<file path="config.mk">
export PLATFORM = sky130hd
export DESIGN_NAME = program_loader
export DESIGN_NICKNAME = d
export VERILOG_FILES = /design/src/rtl/program_loader.sv
export SDC_FILE = /design/constraint.sdc
export NUM_CORES = 1
export LEC_CHECK = 0
export CAP_MARGIN = 15
export CORE_UTILIZATION = 50
export CTS_CLUSTER_SIZE = 40
export DETAILED_ROUTE_END_ITERATION = 16
export HOLD_SLACK_MARGIN = 0.06
export PLACE_DENSITY = 0.8
export SETUP_SLACK_MARGIN = 0.05
export SYNTH_ARGS = -nofsm -noshare
export SYNTH_HDL_FRONTEND = slang
export SYNTH_SLANG_ARGS = --single-unit
</file>
<file path="constraint.sdc">
create_clock -name clk -period 2.9 [get_ports clk]
set_clock_uncertainty 0.15 [all_clocks]
set_input_delay 0.58 -clock clk [delete_from_list [all_inputs] [get_ports clk]]
set_output_delay 0.58 -clock clk [all_outputs]
set_load 0.02 [all_outputs]
</file>
<file path="src/rtl/program_loader.sv">
// program_loader: writer side of the instruction memory write port (WE/As/WD).
//   Latency: one mem_we cycle follows the edge that accepts the 4th byte of a word.
//   Backpressure: in_ready drops in IDLE/WRITE/DONE/ERR; a byte moves only on in_valid & in_ready.
//
// Frame format: 2-byte word count N (low byte first), then 4*N data bytes,
// little-endian per word. Words go to addresses 0..N-1. The core is held in
// reset (cpu_rst_n=0) except in DONE, so it never runs from a partial image.
//
// Ports:
//   clk, rst_n        clock (rising edge), asynchronous active-low reset
//   start             1-cycle pulse, honoured in IDLE/DONE/ERR only
//   in_valid/in_data  byte stream in; in_ready back-pressures it
//   mem_we/mem_addr/mem_wd  instruction memory write port
//   cpu_rst_n         core reset, high only in DONE
//   busy/done/err     status levels
//
// Optional feature macro: PROGRAM_LOADER_CHECKSUM_EN
//   Defined: one trailing byte after the last word must equal the mod-256 sum
//   of all data bytes, otherwise the load ends in ERR.
//   Undefined: the last write goes straight to DONE and no trailing byte is read.

module program_loader #(
  parameter int ADDR_W = 10
) (
  input  logic              clk,
  input  logic              rst_n,
  input  logic              start,
  input  logic              in_valid,
  input  logic [7:0]        in_data,
  output logic              in_ready,
  output logic              mem_we,
  output logic [ADDR_W-1:0] mem_addr,
  output logic [31:0]       mem_wd,
  output logic              cpu_rst_n,
  output logic              busy,
  output logic              done,
  output logic              err
);

  typedef enum logic [2:0] {
    S_IDLE,
    S_HDR_LO,
    S_HDR_HI,
    S_DATA,
    S_WRITE,
    S_CHK,
    S_DONE,
    S_ERR
  } state_t;

  // Largest legal word count; 17 bits so a 16-bit header can be compared
  // against 2**ADDR_W without overflow.
  localparam logic [16:0] DEPTH = 17'(1) << ADDR_W;

  state_t              state_q, state_d;
  logic [15:0]         n_q, n_d;          // word count from the header
  logic [ADDR_W:0]     idx_q, idx_d;      // current word index
  logic [1:0]          byte_cnt_q, byte_cnt_d;
  logic [23:0]         word_q, word_d;    // first three bytes of the word in flight
  logic [ADDR_W-1:0]   mem_addr_q, mem_addr_d;
  logic [31:0]         mem_wd_q, mem_wd_d;
  logic                in_ready_q;
  logic                mem_we_q;
  logic                cpu_rst_n_q;
  logic                busy_q;
  logic                done_q;
  logic                err_q;
`ifdef PROGRAM_LOADER_CHECKSUM_EN
  logic [7:0]          sum_q, sum_d;      // running mod-256 sum of data bytes
`endif

  logic                accept;
  logic [15:0]         hdr_n;
  logic                last_word;

  // in_ready is registered, so accept sees exactly what the source sees.
  assign accept    = in_valid & in_ready_q;
  assign hdr_n     = {in_data, n_q[7:0]};
  assign last_word = ((17'(idx_q) + 17'd1) == {1'b0, n_q});

  always_comb begin
    state_d    = state_q;
    n_d        = n_q;
    idx_d      = idx_q;
    byte_cnt_d = byte_cnt_q;
    word_d     = word_q;
    mem_addr_d = mem_addr_q;
    mem_wd_d   = mem_wd_q;
`ifdef PROGRAM_LOADER_CHECKSUM_EN
    sum_d      = sum_q;
`endif

    case (state_q)
      S_IDLE, S_DONE, S_ERR: begin
        if (start) begin
          state_d    = S_HDR_LO;
          n_d        = '0;
          idx_d      = '0;
          byte_cnt_d = '0;
`ifdef PROGRAM_LOADER_CHECKSUM_EN
          sum_d      = '0;
`endif
        end
      end

      S_HDR_LO: begin
        if (accept) begin
          n_d[7:0] = in_data;
          state_d  = S_HDR_HI;
        end
      end

      S_HDR_HI: begin
        if (accept) begin
          n_d = hdr_n;
          // A zero-length or oversized image can never be run; reject early.
          if (hdr_n == 16'd0 || {1'b0, hdr_n} > DEPTH) begin
            state_d = S_ERR;
          end else begin
            state_d = S_DATA;
          end
        end
      end

      S_DATA: begin
        if (accept) begin
          word_d     = {in_data, word_q[23:8]};
          byte_cnt_d = byte_cnt_q + 2'd1;
`ifdef PROGRAM_LOADER_CHECKSUM_EN
          sum_d      = sum_q + in_data;
`endif
          if (byte_cnt_q == 2'd3) begin
            // Fourth byte completes the word; latch the write port now so
            // addr/data are stable for the whole WRITE cycle.
            state_d    = S_WRITE;
            mem_addr_d = idx_q[ADDR_W-1:0];
            mem_wd_d   = {in_data, word_q};
          end
        end
      end

      S_WRITE: begin
        if (last_word) begin
`ifdef PROGRAM_LOADER_CHECKSUM_EN
          state_d = S_CHK;
`else
          state_d = S_DONE;
`endif
        end else begin
          idx_d   = idx_q + 1'b1;
          state_d = S_DATA;
        end
      end

`ifdef PROGRAM_LOADER_CHECKSUM_EN
      S_CHK: begin
        if (accept) begin
          state_d = (in_data == sum_q) ? S_DONE : S_ERR;
        end
      end
`endif

      default: begin
        state_d = S_IDLE;
      end
    endcase
  end

  // Outputs are registered as decodes of the next state, so each one is a
  // clean flop output that matches the state held during the same cycle.
  always_ff @(posedge clk or negedge rst_n) begin
    if (!rst_n) begin
      state_q     <= S_IDLE;
      n_q         <= '0;
      idx_q       <= '0;
      byte_cnt_q  <= '0;
      word_q      <= '0;
      mem_addr_q  <= '0;
      mem_wd_q    <= '0;
      in_ready_q  <= 1'b0;
      mem_we_q    <= 1'b0;
      cpu_rst_n_q <= 1'b0;
      busy_q      <= 1'b0;
      done_q      <= 1'b0;
      err_q       <= 1'b0;
`ifdef PROGRAM_LOADER_CHECKSUM_EN
      sum_q       <= '0;
`endif
    end else begin
      state_q     <= state_d;
      n_q         <= n_d;
      idx_q       <= idx_d;
      byte_cnt_q  <= byte_cnt_d;
      word_q      <= word_d;
      mem_addr_q  <= mem_addr_d;
      mem_wd_q    <= mem_wd_d;
      in_ready_q  <= (state_d == S_HDR_LO) || (state_d == S_HDR_HI) ||
                     (state_d == S_DATA)   || (state_d == S_CHK);
      mem_we_q    <= (state_d == S_WRITE);
      cpu_rst_n_q <= (state_d == S_DONE);
      busy_q      <= (state_d == S_HDR_LO) || (state_d == S_HDR_HI) ||
                     (state_d == S_DATA)   || (state_d == S_WRITE)  ||
                     (state_d == S_CHK);
      done_q      <= (state_d == S_DONE);
      err_q       <= (state_d == S_ERR);
`ifdef PROGRAM_LOADER_CHECKSUM_EN
      sum_q       <= sum_d;
`endif
    end
  end

  assign in_ready  = in_ready_q;
  assign mem_we    = mem_we_q;
  assign mem_addr  = mem_addr_q;
  assign mem_wd    = mem_wd_q;
  assign cpu_rst_n = cpu_rst_n_q;
  assign busy      = busy_q;
  assign done      = done_q;
  assign err       = err_q;

endmodule

</file>
After elaboration in Yosys (flattened, before gate mapping)
Index checks and enable logic that the tools add are counted.
{ "totals": {"ff_bits": 103, "inputBits": 12, "output_inout_bits": 48, "elab_cells": 77} }
{ "classes": {"addsub": 3, "order_cmp": 1, "n_eq_ne": 20, "mux": 19, "n_bitwise": 2, "reduce_logical": 19} }
{ "op_table": {"columns": ["operator", "n"], "rows": [
  ["$mux 16", 2],
  ["$pmux 8 s3", 1],
  ["$mux 11", 2],
  ["$pmux 11 s2", 1],
  ["$eq 3x3->1 const B", 7],
  ["$mux 3", 7],
  ["$eq 12x16->1", 1],
  ["$gt 16x11->1 const B", 1],
  ["$logic_not 16->1", 1],
  ["$pmux 8 s2", 1],
  ["$pmux 3 s5", 1],
  ["$add 11x1->12 const B", 1],
  ["$eq 3x2->1 const B", 4],
  ["$reduce_and 3->1", 4],
  ["$add 11x1->11 const B", 1],
  ["$ne 2x2->1 const B", 5],
  ["$mux 8", 1],
  ["$reduce_bool 2->1", 4],
  ["$eq 3x1->1 const B", 2],
  ["$logic_or 1x1->1", 6],
  ["$mux 2", 2],
  ["$pmux 2 s2", 1],
  ["$reduce_and 4->1", 1],
  ["$logic_not 3->1", 1],
  ["6 further kinds", 6]
]} }

Longest topological paths before layout
Gate-level depths: netlist (run 1).
{ "depth": {"depth_word": 10, "ltp_mapped": 10, "depth_no_buf": 8} }

Worst setup path before layout (run 1)
Ideal clock, no wire load.
{ "synth_path": {"path_type": "register to register", "start": "register idx_q[0]", "end": "register idx_q[1]", "t_arrival_ps": 2638, "required_time_ps": 2671, "setup_slack_ps": 33, "path_stages_with_launch": 10, "n_path_buf": 1, "synth_period_minus_slack_ps": 2867, "cell_sequence": "dfrtp_1 ha_1 nand3_2 a311o_1 o2bb2ai_1 or4_4 a2111oi_4 nand2b_1 buf_6 mux2i_1"} }
{ "synth_between": {"elab_chain_len": 4} }
{ "synth_rtl": {"columns": ["element", "line_no", "rtl"], "rows": [
  ["start: declaration", "57", "logic [ADDR_W:0] idx_q, idx_d;"],
  ["start signal: assignment", "192", "idx_q <= idx_d;"],
  ["$add 11x1->12", "79", "assign last_word = ((17'(idx_q) + 17'd1) == {1'b0, n_q});"],
  ["$eq 12x16->1", "79", null],
  ["$ne 2x2->1 (no line)", null, null],
  ["$reduce_and 3->1 (no line)", null, null]
]} }
Several ways; a longest one is shown, not always the timed one. The select of a mux whose other input is x is not followed.
A chain may end at the register's enable or synchronous reset.

Final worst setup path (run 1)
{ "layout_path": {"start": "register idx_q[0]", "end": "register idx_q[6]"} }
The elaborated chain is that of the path after synthesis.

==> impl_results.md, run 1 <==
* First DRT Iteration DRCs at 135
* Detailed Route WL at 9.92 mm
* Die Span X at 99.5 um
* GP Congestion at 0.875
* DR DRC count at 0
* N_diodes at 0
* Largest area contributor in the netlist: dfrtp_1
* # IOs at 60
* RSZ-0062 raised after global routing: false
* First-pass DRT Iterations at 4
* R2R setup slack at 0.14 ns
* Pre-CTS setup slack at -0.00978 ns
* Worst Path Required at 3.02 ns
* Critical R2R Capture: idx_q[6]
* Synth Flop Type: dfrtp_1
* Yosys reg bits at 103
* Largest cells by area after synthesis: dfrtp_1 (54%), mux2_2 (16%), o21ai_0 (2.9%), nand2_1 (2.3%), nand3_1 (1.8%)
* Slowest stage delay, CP at 0.54 ns
* WL/cell at 16.1 um
* Sequential share of power at 42.0%
* Unique cell type count in the Yosys netlist at 49
* Multi-input logic area at 0.00199 mm^2
* P&R area growth vs syn at 22.7%
* Layout Nets at 495
* FF-to-FF Start: idx_q[0]
* Die area at 0.00991 mm^2
* Final worst path period share at 95.2%
* CTS tree: done
* Rows at 35
* TritonCTS Sinks at 103
* Final Core Density at 63.2%
* Post-synth EDFFs at 0
* P_sw at 2.12 mW
* Asr flop ratio synth at 100%
* Hold slack at 0.364 ns
* Vias in the first global route at 3323
* Element type at the critical path end: flop
* Status: finished clean
* Syn Std Cell Area at 0.00476 mm^2
* Max VDD drop at 0.733 mV
* Fin. max-slew vios at 0
* Fmax at 362 MHz
* Core Region at 0.00924 mm^2
* Sw Ratio at 37.3%
* Reg clk slew, reported paths at 0.12 ns
* Final hold violation count at 0
* Data arrival time of the worst path at 2.89 ns
* Most frequent cell after synthesis: dfrtp_1
* Post-Syn Nets at 420
* CTS Buf Count at 9
* Initial antenna violation count at 0
* CP max-delay cell: or4_4
* Crit path kind: reg -> reg
* HP Start: word_q[1]
* H-tree depth at 3
* P_leak at 2.53 nW
* Clk buf depth at 2
* Starting density of the core at 51.5%
* Total grt overflow at 0
* Max Cap Violations at 0
* Worst path cell trace: ha_2 > nand3_2 > a311o_1 > o2bb2ai_1 > or4_4 > a2111oi_4 > buf_6 > a211oi_1 > a31o_1
* Worst-Skew Late Latency at 0.37 ns
* Via density at 5.43
* Pin count of the biggest net entering global routing at 67
* Least-Margin Pin Slew at 0.529 ns
* Routed via count at 3342
* Post-DP HPWL at 6.96 mm
* CP Launch Point: idx_q[0]
* Seq/Total Area, Yosys at 54.2%
* Setup WS post-layout at 0.138 ns
* Startpoint Class: flop
* Crit-path max FO at 11
* Ys Warns at 0
* Top cells by count, synth: dfrtp_1 (103), mux2_2 (69), nand2_1 (29), o21ai_0 (28), nand3_1 (17)
* IO buf count at 59
* Total GRT Usage at 21.1%
* Register-to-Register Path Depth at 9
* Max-slew headroom at 64.6%
* Antenna-violating nets left at 0
* Cell internal pwr at 3.56 mW
* Die height at 99.5 um
* First-pass GRT wire length at 16.4 mm
* Filler Cell Count at 718
* Hold WC Path Type: reg -> reg
* Seq. cell area at 0.00258 mm^2
* Clock Power Share at 17.1%
* Final count of negative-setup-slack endpoints at 0
* Layout cells sized above 1 at 27.6%
* Crit path capture: idx_q[6]
* Clk root buf: clkbuf_8
* Logic pwr share at 40.9%
* Post-synth top area share at 54.2%
* Pwr Density at 973 mW/mm^2
* Mean post-synth cell area at 11.7 um^2
* Period minus WS final at 2.76 ns
* Post-Syn Instances at 406
[through the flow]
step	instance area, um^2	TNS [ns]	cells	total power, mW
finish	5840	0	615	5.68
global route	5840	0	615	6.02
CTS	5820	0	612	5.71
detailed placement	5580	-0.0136	595	4.71
global placement	5580	0	595	4.62
floorplan	4760	0	406	3.79
[power by group through the flow]
stage | clock network, mW | logic, mW | registers [mW]
6_report | 0.971 | 2.32 | 2.39
5_1_grt | 1.04 | 2.51 | 2.47
4_1_cts | 0.998 | 2.32 | 2.39
3_5_place_dp | 0 | 2.30 | 2.42
3_3_place_gp | 0 | 2.23 | 2.38
2_1_floorplan | 0 | 1.21 | 2.58
[layout by cell type, fill, tap and decap left out, types with 3 or more instances in the layout]
master	instances
dfrtp_1	102
mux2_2	69
clkdlybuf4s50_1	58
nand2_1	28
o21ai_0	28
buf_4	24
nand3_1	17
inv_1	15
nor2_1	11
nor3_1	9
clkbuf_8	9
a21oi_1	8
xnor2_1	7
a31o_1	7
nand4_1	6
xor2_1	5
nand2b_1	5
or3_2	5
o21a_1	4
nor4_1	4
or2_2	4
a211oi_1	4
nor2b_1	3
and2_1	3
a31oi_1	3
o211ai_1	3
mux2i_1	3
inv_12	3
[per-layer routing]
metal | wire [um] | GRT usage [%] | vias to the layer above
met5 | 0 | 0 | -
met4 | 87 | 3.62 | 0
met3 | 495 | 6.18 | 13
met2 | 4960 | 36.0 | 92
met1 | 4370 | 27.1 | 1635
li1 | - | - | 1602
[critical path, delay by kind of cell (launching register included)]
kind            cells  cell delay [ns]
compound gates      5             1.05
simple gates        2             0.64
buf+inv             1             0.21
flops               1             0.38
fa+ha+maj           1             0.25
[sequential cells by signal (all words and copies together), names as in the netlist]
| register | cells |
|---|---|
| mem_wd | 32 |
| word_q | 24 |
| n_q | 16 |
| idx_q | 11 |
| mem_addr | 10 |
| state_q | 3 |
| byte_cnt_q | 2 |
| busy | 1 |
| done | 1 |
| err | 1 |
| in_ready | 1 |
| mem_we | 1 |
[how the worst min path moves through the flow]
| stage | slack [ns] | end | cells past startpoint |
|---|---|---|---|
| 4_1_cts | 0.37 | mem_wd[9] | 1 |
| 3_3_place_gp | 0.34 | mem_wd[4] | 1 |
| 6_report | 0.36 | word_q[1] | 1 |
| 3_5_place_dp | 0.34 | mem_wd[9] | 1 |
| 2_1_floorplan | 0.13 | busy | 0 |
| 5_1_grt | 0.39 | word_q[1] | 1 |
[area by class of cell]
type	instances	area share, %
multi-input combinational	265	34.2
timing repair buffer	87	14.2
clock inverter	7	1.65
tap	129	2.76
sequential	103	44.2
inverter	15	0.964
clock buffer	9	2.12
[kinds of logic (layout without fill, tap and decap cells)]
family	after synthesis	after routing	synth area share (%)
and+or+nand+nor	113	113	12.8
DFF	103	103	54.2
muxes	72	72	17.0
adders and majority gates	2	2	0.526
AOI/OAI and AO/OA	66	66	9.28
xor gates and xnor gates	12	12	2.21
buffers and inverters	38	118	4.05
[timing repair]
item / in CTS / in global routing
pin swaps: 1 / 0
setup buffers: 0 / 2
endpoints found under the setup margin: 10 / 11
resized for setup: 1 / 1
endpoints found under the hold margin: 37 / 0
hold buffers: 1 / 0
(Power assumes the default switching activity.)
==> run 2: changes to the inputs <==
--- a/config.mk
+++ b/config.mk
@@ -10,8 +10,9 @@
 export CTS_CLUSTER_SIZE = 40
 export DETAILED_ROUTE_END_ITERATION = 16
 export HOLD_SLACK_MARGIN = 0.06
-export PLACE_DENSITY = 0.8
+export PLACE_DENSITY_LB_ADDON = 0.1
 export SETUP_SLACK_MARGIN = 0.05
+export SKIP_LAST_GASP = 1
 export SYNTH_ARGS = -nofsm -noshare
 export SYNTH_HDL_FRONTEND = slang
 export SYNTH_SLANG_ARGS = --single-unit
==> impl_results.md, run 2 (synthesized netlist as in run 1, its figures left out) <==
* Sw Ratio at 36.0% (-1.3 points)
* Hold WC Path Type: in -> async
* Layout Nets at 496 (+0.20%)
* Hold slack at 0.0716 ns (-0.293 ns)
* Clock Power Share at 16.9% (-0.2 points)
* P&R area growth vs syn at 22.4%
* Via density at 5.48 (+0.85%)
* Routed via count at 3376 (+1.0%)
* DP Area at 0.00561 mm^2 (+0.40%)
* Data arrival time of the worst path at 2.84 ns (-0.05 ns)
* Pre-CTS setup slack at 0.0399 ns (+0.0497 ns)
* First DRT Iteration DRCs at 122 (-9.6%)
* Fin. max-slew vios at 0 (unchanged)
* CTS tree: done
* Detailed Route WL at 9.93 mm (+0.12%)
* Least-Margin Pin Slew at 0.633 ns (+0.104 ns)
* Status: finished clean
* RSZ-0062 raised after global routing: false
* Cell internal pwr at 3.61 mW (+1.4%)
* Seq. cell area at 0.00258 mm^2 (about the same)
* Max reg flops at 32 (unchanged)
* Register-to-Register Path Depth at 9 (unchanged)
* Crit path kind: reg -> reg
* Total negative slack at 0 ns (unchanged)
* Logic pwr share at 40.9% (about the same)
* Hold_buf cts at 0 (-1)
* Die height at 99.5 um (unchanged)
* Max-slew headroom at 57.8% (-6.8 points)
* Number of cells on the critical path at 9 (unchanged)
* Pin count of the biggest net entering global routing at 49 (-27%)
* DR DRC count at 0 (unchanged)
* # IOs at 60 (unchanged)
* Worst-Skew Late Latency at 0.37 ns (about the same)
* Final hold violation count at 0 (unchanged)
* Reg clk slew, reported paths at 0.11 ns (about the same)
* R2R setup slack at 0.18 ns (+0.04 ns)
* Critical R2R Capture: idx_q[7]
* Total GRT Usage at 22.1% (+1.0 points)
* Post-route cell area at 0.00582 mm^2 (-0.24%)
* Most common cell after layout, fill and taps aside: dfrtp_1
* Clk buf depth at 2 (unchanged)
* Sequential share of power at 42.2% (+0.2 points)
* Die Span X at 99.5 um (unchanged)
* Worst Path Required at 3.02 ns (about the same)
* Layout cells sized above 1 at 28.1% (+0.56 points)
* Vias in the first global route at 3421 (+2.9%)
* Starting density of the core at 51.5% (unchanged)
* Crit-path max FO at 11 (unchanged)
* FF-to-FF Start: idx_q[0]
* Worst path cell trace: ha_2 > nand3_2 > a311o_1 > o2bb2ai_1 > or4_4 > a2111oi_4 > buf_6 > a211oi_1 > a31o_1
* Top cell family by delay on the critical path: compound AO/OA/AOI/OAI gates
* Slowest stage delay, CP at 0.54 ns (about the same)
* WL/cell at 16.1 um (about the same)
* Setup bufs post-CTS at 0 (unchanged)
* Pwr Density at 968 mW/mm^2 (-0.49%)
* First-pass GRT wire length at 16.9 mm (+3.6%)
* Finished Layout Cells at 616 (+0.16%)
* Final worst path period share at 93.7% (-1.5 points)
* Period minus WS final at 2.72 ns (-0.0439 ns)
* Max Cap Violations at 0 (unchanged)
* Fmax at 368 MHz (+1.6%)
* H-tree depth at 3 (unchanged)
* Clk root buf: clkbuf_8
* Multi-input logic area at 0.00199 mm^2 (unchanged)
* CP max-delay cell: or4_4
* IO buf count at 59 (unchanged)
* TritonCTS Sinks at 103 (unchanged)
* P_sw at 2.03 mW (-4.2%)
* CP bufs+invs at 1 (unchanged)
* Startpoint Class: flop
* Post-DP HPWL at 6.93 mm (-0.49%)
* Final count of negative-setup-slack endpoints at 0 (unchanged)
* P_leak at 2.53 nW (-0.15%)
* Element type at the critical path end: flop
* N_diodes at 0 (unchanged)
* Initial antenna violation count at 0 (unchanged)
* Setup WS post-layout at 0.182 ns (+0.0439 ns)
* Filler Cell Count at 759 (+5.7%)
* First-pass DRT Iterations at 4 (unchanged)
* Max VDD drop at 0.518 mV (-29%)
* Placed Cells at 600 (+0.84%)
* Core Region at 0.00924 mm^2 (unchanged)
* Rows at 35 (unchanged)
* Most frequent cells in the layout: dfrtp_1 (101), mux2_2 (69), clkdlybuf4s50_1 (58)
* GP Congestion at 0.877 (+0.24%)
* Total grt overflow at 0 (unchanged)
* Antenna-violating nets left at 0 (unchanged)
* Die area at 0.00991 mm^2 (unchanged)
* CTS Buf Count at 9 (unchanged)
-- run 2: worst max-delay path by stage --
stage	start	slack, ns	to
2_1_floorplan	idx_q[0]	0.06	idx_q[1]
3_3_place_gp	idx_q[0]	0.12	idx_q[6]
3_5_place_dp	idx_q[0]	0.04	idx_q[7]
4_1_cts	idx_q[1]	0.06	idx_q[7]
5_1_grt	idx_q[1]	0.07	idx_q[7]
6_report	idx_q[0]	0.18	idx_q[7]
-- run 2: power by group through the flow --
stage | clock network (mW) | logic, mW | registers, mW
floorplan | 0 | 1.21 | 2.58
global placement | 0 | 2.26 | 2.38
detailed placement | 0 | 2.30 | 2.41
CTS | 0.981 | 2.32 | 2.38
global route | 1.05 | 2.50 | 2.46
finish | 0.954 | 2.31 | 2.38
-- run 2: layer usage --
metal	global-route usage (%)	vias to the layer above	wire length [um]
li1	-	1601	-
met1	29.6	1675	4640
met2	34.9	79	4690
met3	4.64	21	363
met4	9.95	0	229
met5	0	-	0
-- run 2: through the flow --
| step | power, mW | util [%] |
|---|---|---|
| after detailed placement | 4.71 | 60.7 |
| after global placement | 4.64 | 60.6 |
| final | 5.64 | 63.0 |
| after global routing | 6.01 | 63.0 |
| after CTS | 5.69 | 63.0 |
| after floorplan | 3.79 | - |
-- run 2: timing repair --
action                     CTS  global route
resized for setup            1             3
setup endpoints to repair    7            16
pin swaps                    0             1
-- run 2: final cells by class --
cell class	instances	share of cell area [%]
repair buffers	88	14.1
clock buffers	9	2.13
clock inverters	7	1.53
inverters	15	0.967
flip-flops and latches	103	44.3
well taps	129	2.77
multi-input cells	265	34.2
==> run 3: changes to the inputs <==
--- a/config.mk
+++ b/config.mk
@@ -13,6 +13,7 @@
 export PLACE_DENSITY_LB_ADDON = 0.1
 export SETUP_SLACK_MARGIN = 0.05
 export SKIP_LAST_GASP = 1
+export SLEW_MARGIN = 20
 export SYNTH_ARGS = -nofsm -noshare
 export SYNTH_HDL_FRONTEND = slang
 export SYNTH_SLANG_ARGS = --single-unit
==> impl_results.md, run 3 (synthesized netlist as in run 1, its figures left out) <==
* P_sw at 2.05 mW (+0.89%)
* H-tree depth at 3 (unchanged)
* Routed via count at 3361 (-0.44%)
* TritonCTS Sinks at 103 (unchanged)
* Total power at 5.57 mW (-1.2%)
* GP Congestion at 0.877 (unchanged)
* Layout Nets at 495 (-0.20%)
* Data arrival time of the worst path at 2.92 ns (+0.08 ns)
* Total GRT Usage at 21.7% (-0.44 points)
* Vias in the first global route at 3317 (-3.0%)
* RSZ-0062 raised after global routing: false
* CTS tree: done
* CTS Buf Count at 9 (unchanged)
* Grt peak-use layer: met2
* First DRT Iteration DRCs at 113 (-7.4%)
* Hold WC Path Type: in -> async
* Most frequent cells in the layout: dfrtp_1 (102), mux2_2 (69), clkdlybuf4s50_1 (58)
* Rows at 35 (unchanged)
* N_diodes at 0 (unchanged)
* Total negative slack at 0 ns (unchanged)
* Layout cells sized above 1 at 27.8% (-0.35 points)
* Sequential share of power at 42.7% (+0.5 points)
* Max Cap Violations at 0 (unchanged)
* Crit path kind: reg -> reg
* Final count of negative-setup-slack endpoints at 0 (unchanged)
* M2 GR Usage at 34.1% (-0.80 points)
* Sw Ratio at 36.7% (+0.75 points)
* Initial antenna violation count at 0 (unchanged)
* Worst-Skew Late Latency at 0.37 ns (about the same)
* Hold_buf cts at 0 (unchanged)
* WL/cell at 16.1 um (-0.36%)
* Logic pwr share at 41.2% (+0.3 points)
* DR DRC count at 0 (unchanged)
* Crit-path max FO at 11 (unchanged)
* Final Core Density at 62.8% (-0.19 points)
* Fmax at 362 MHz (-1.5%)
* Max VDD drop at 0.537 mV (+3.7%)
* Cell internal pwr at 3.53 mW (-2.3%)
* IO buf count at 59 (unchanged)
* Startpoint Class: flop
* Placed Cells at 599 (-0.17%)
* Clock Power Share at 16.1% (-0.8 points)
* Least-Margin Pin Slew at 0.882 ns (+0.249 ns)
* Starting density of the core at 51.5% (unchanged)
* Die height at 99.5 um (unchanged)
* Element type at the critical path end: flop
* # IOs at 60 (unchanged)
* Reg clk slew, reported paths at 0.11 ns (about the same)
* Status: finished clean
* First-pass GRT wire length at 16.6 mm (-2.1%)
* Total grt overflow at 0 (unchanged)
* P_leak at 2.52 nW (-0.50%)
* Detailed Route WL at 9.88 mm (-0.52%)
* Fin. max-slew vios at 0 (unchanged)
* Pwr Density at 960 mW/mm^2 (-0.86%)
* Final hold violation count at 0 (unchanged)
* Clk root buf: clkbuf_8
* Post-DP HPWL at 6.91 mm (-0.21%)
* Max-slew headroom at 40.8% (-17 points)
* Most common cell after layout, fill and taps aside: dfrtp_1
* Die Span X at 99.5 um (unchanged)
* Worst Path Required at 3.06 ns (+0.04 ns)
* Pre-CTS setup slack at 0.0396 ns (-0.000325 ns)
* Finished Layout Cells at 615 (-0.16%)
* Clk buf depth at 2 (unchanged)
* M3 GR Usage at 4.01% (-0.63 points)
* Period minus WS final at 2.76 ns (+0.0415 ns)
* Max reg flops at 32 (unchanged)
* Pin count of the biggest net entering global routing at 49 (unchanged)
* Antenna-violating nets left at 0 (unchanged)
* Core Region at 0.00924 mm^2 (unchanged)
* Die area at 0.00991 mm^2 (unchanged)
* P&R area growth vs syn at 22.1%
* First-pass DRT Iterations at 4 (unchanged)
* Via density at 5.47 (-0.28%)
* GR Util met1 at 29.7% (+0.13 points)
* Final worst path period share at 95.2% (+1.4 points)
* Setup WS post-layout at 0.140 ns (-0.0415 ns)
[run 3: changes by cell type in the layout (fill, tap and decap cells not counted), sizes merged]
cell / previous run / this run
buf: 30 / 29
bufinv: 1 / 0
clkinv: 3 / 4
clkinvlp: 0 / 1
inv: 18 / 17
[run 3: layout make-up]
cell class	instances	area, um^2
clock buffers	9	124
clock inverters	7	77.6
fillers	730	3430
inverters	15	56.3
multi-input cells	265	1990
flip-flops and latches	103	2580
well taps	129	161
repair buffers	87	815
[run 3: power groups by stage]
| stage | combinational [mW] | clock [mW] | sequential [mW] |
|---|---|---|---|
| after global placement | 2.26 | 0 | 2.38 |
| after CTS | 2.32 | 0.923 | 2.38 |
| final | 2.29 | 0.899 | 2.38 |
| after detailed placement | 2.30 | 0 | 2.41 |
| after global routing | 2.48 | 0.986 | 2.46 |
| after floorplan | 1.21 | 0 | 2.58 |
[run 3: metal layers]
layer / part of all wire (%) / routed length (um) / up-vias
li1: - / - / 1588
met1: 47 / 4620 / 1670
met2: 47 / 4600 / 85
met3: 4.6 / 456 / 18
met4: 2.0 / 200 / 0
met5: 0 / 0 / -
[run 3: final timing paths]
path,start,endpoint,slack [ns],depth (start not counted)
min reg2reg,mem_addr[8],mem_addr[8],0.36,1
max reg2reg,idx_q[2],idx_q[10],0.14,9
min in group clk,mem_addr[8],mem_addr[8],0.36,1
min,rst_n,mem_addr[7],0.07,1
max,idx_q[2],idx_q[10],0.14,9
max in group asynchronous,rst_n,mem_wd[0],1.86,2
[run 3: what timing repair did]
item,CTS,global route
resized for setup,1,1
pin swaps,0,1
endpoints found under the setup margin,7,14
endpoints found under the hold margin,0,0
buffers inserted,0,0
[run 3: metrics by stage]
step                instance area (um^2)  hold WS, ns
global placement                    5600        0.337
finish                              5810       0.0659
detailed placement                  5600        0.342
global route                        5810        0.107
floorplan                           4760        0.134
CTS                                 5810       0.0695
[run 3: worst max-delay path, cell delays in order, from the launching register on]
cell       delay, ns
dfrtp_1         0.57
and3_1          0.33
nand3_1         0.17
a22o_1          0.23
a211oi_1        0.23
buf_4           0.16
a2111oi_4       0.06
buf_6           0.17
or4_2           0.53
nand3_1         0.10
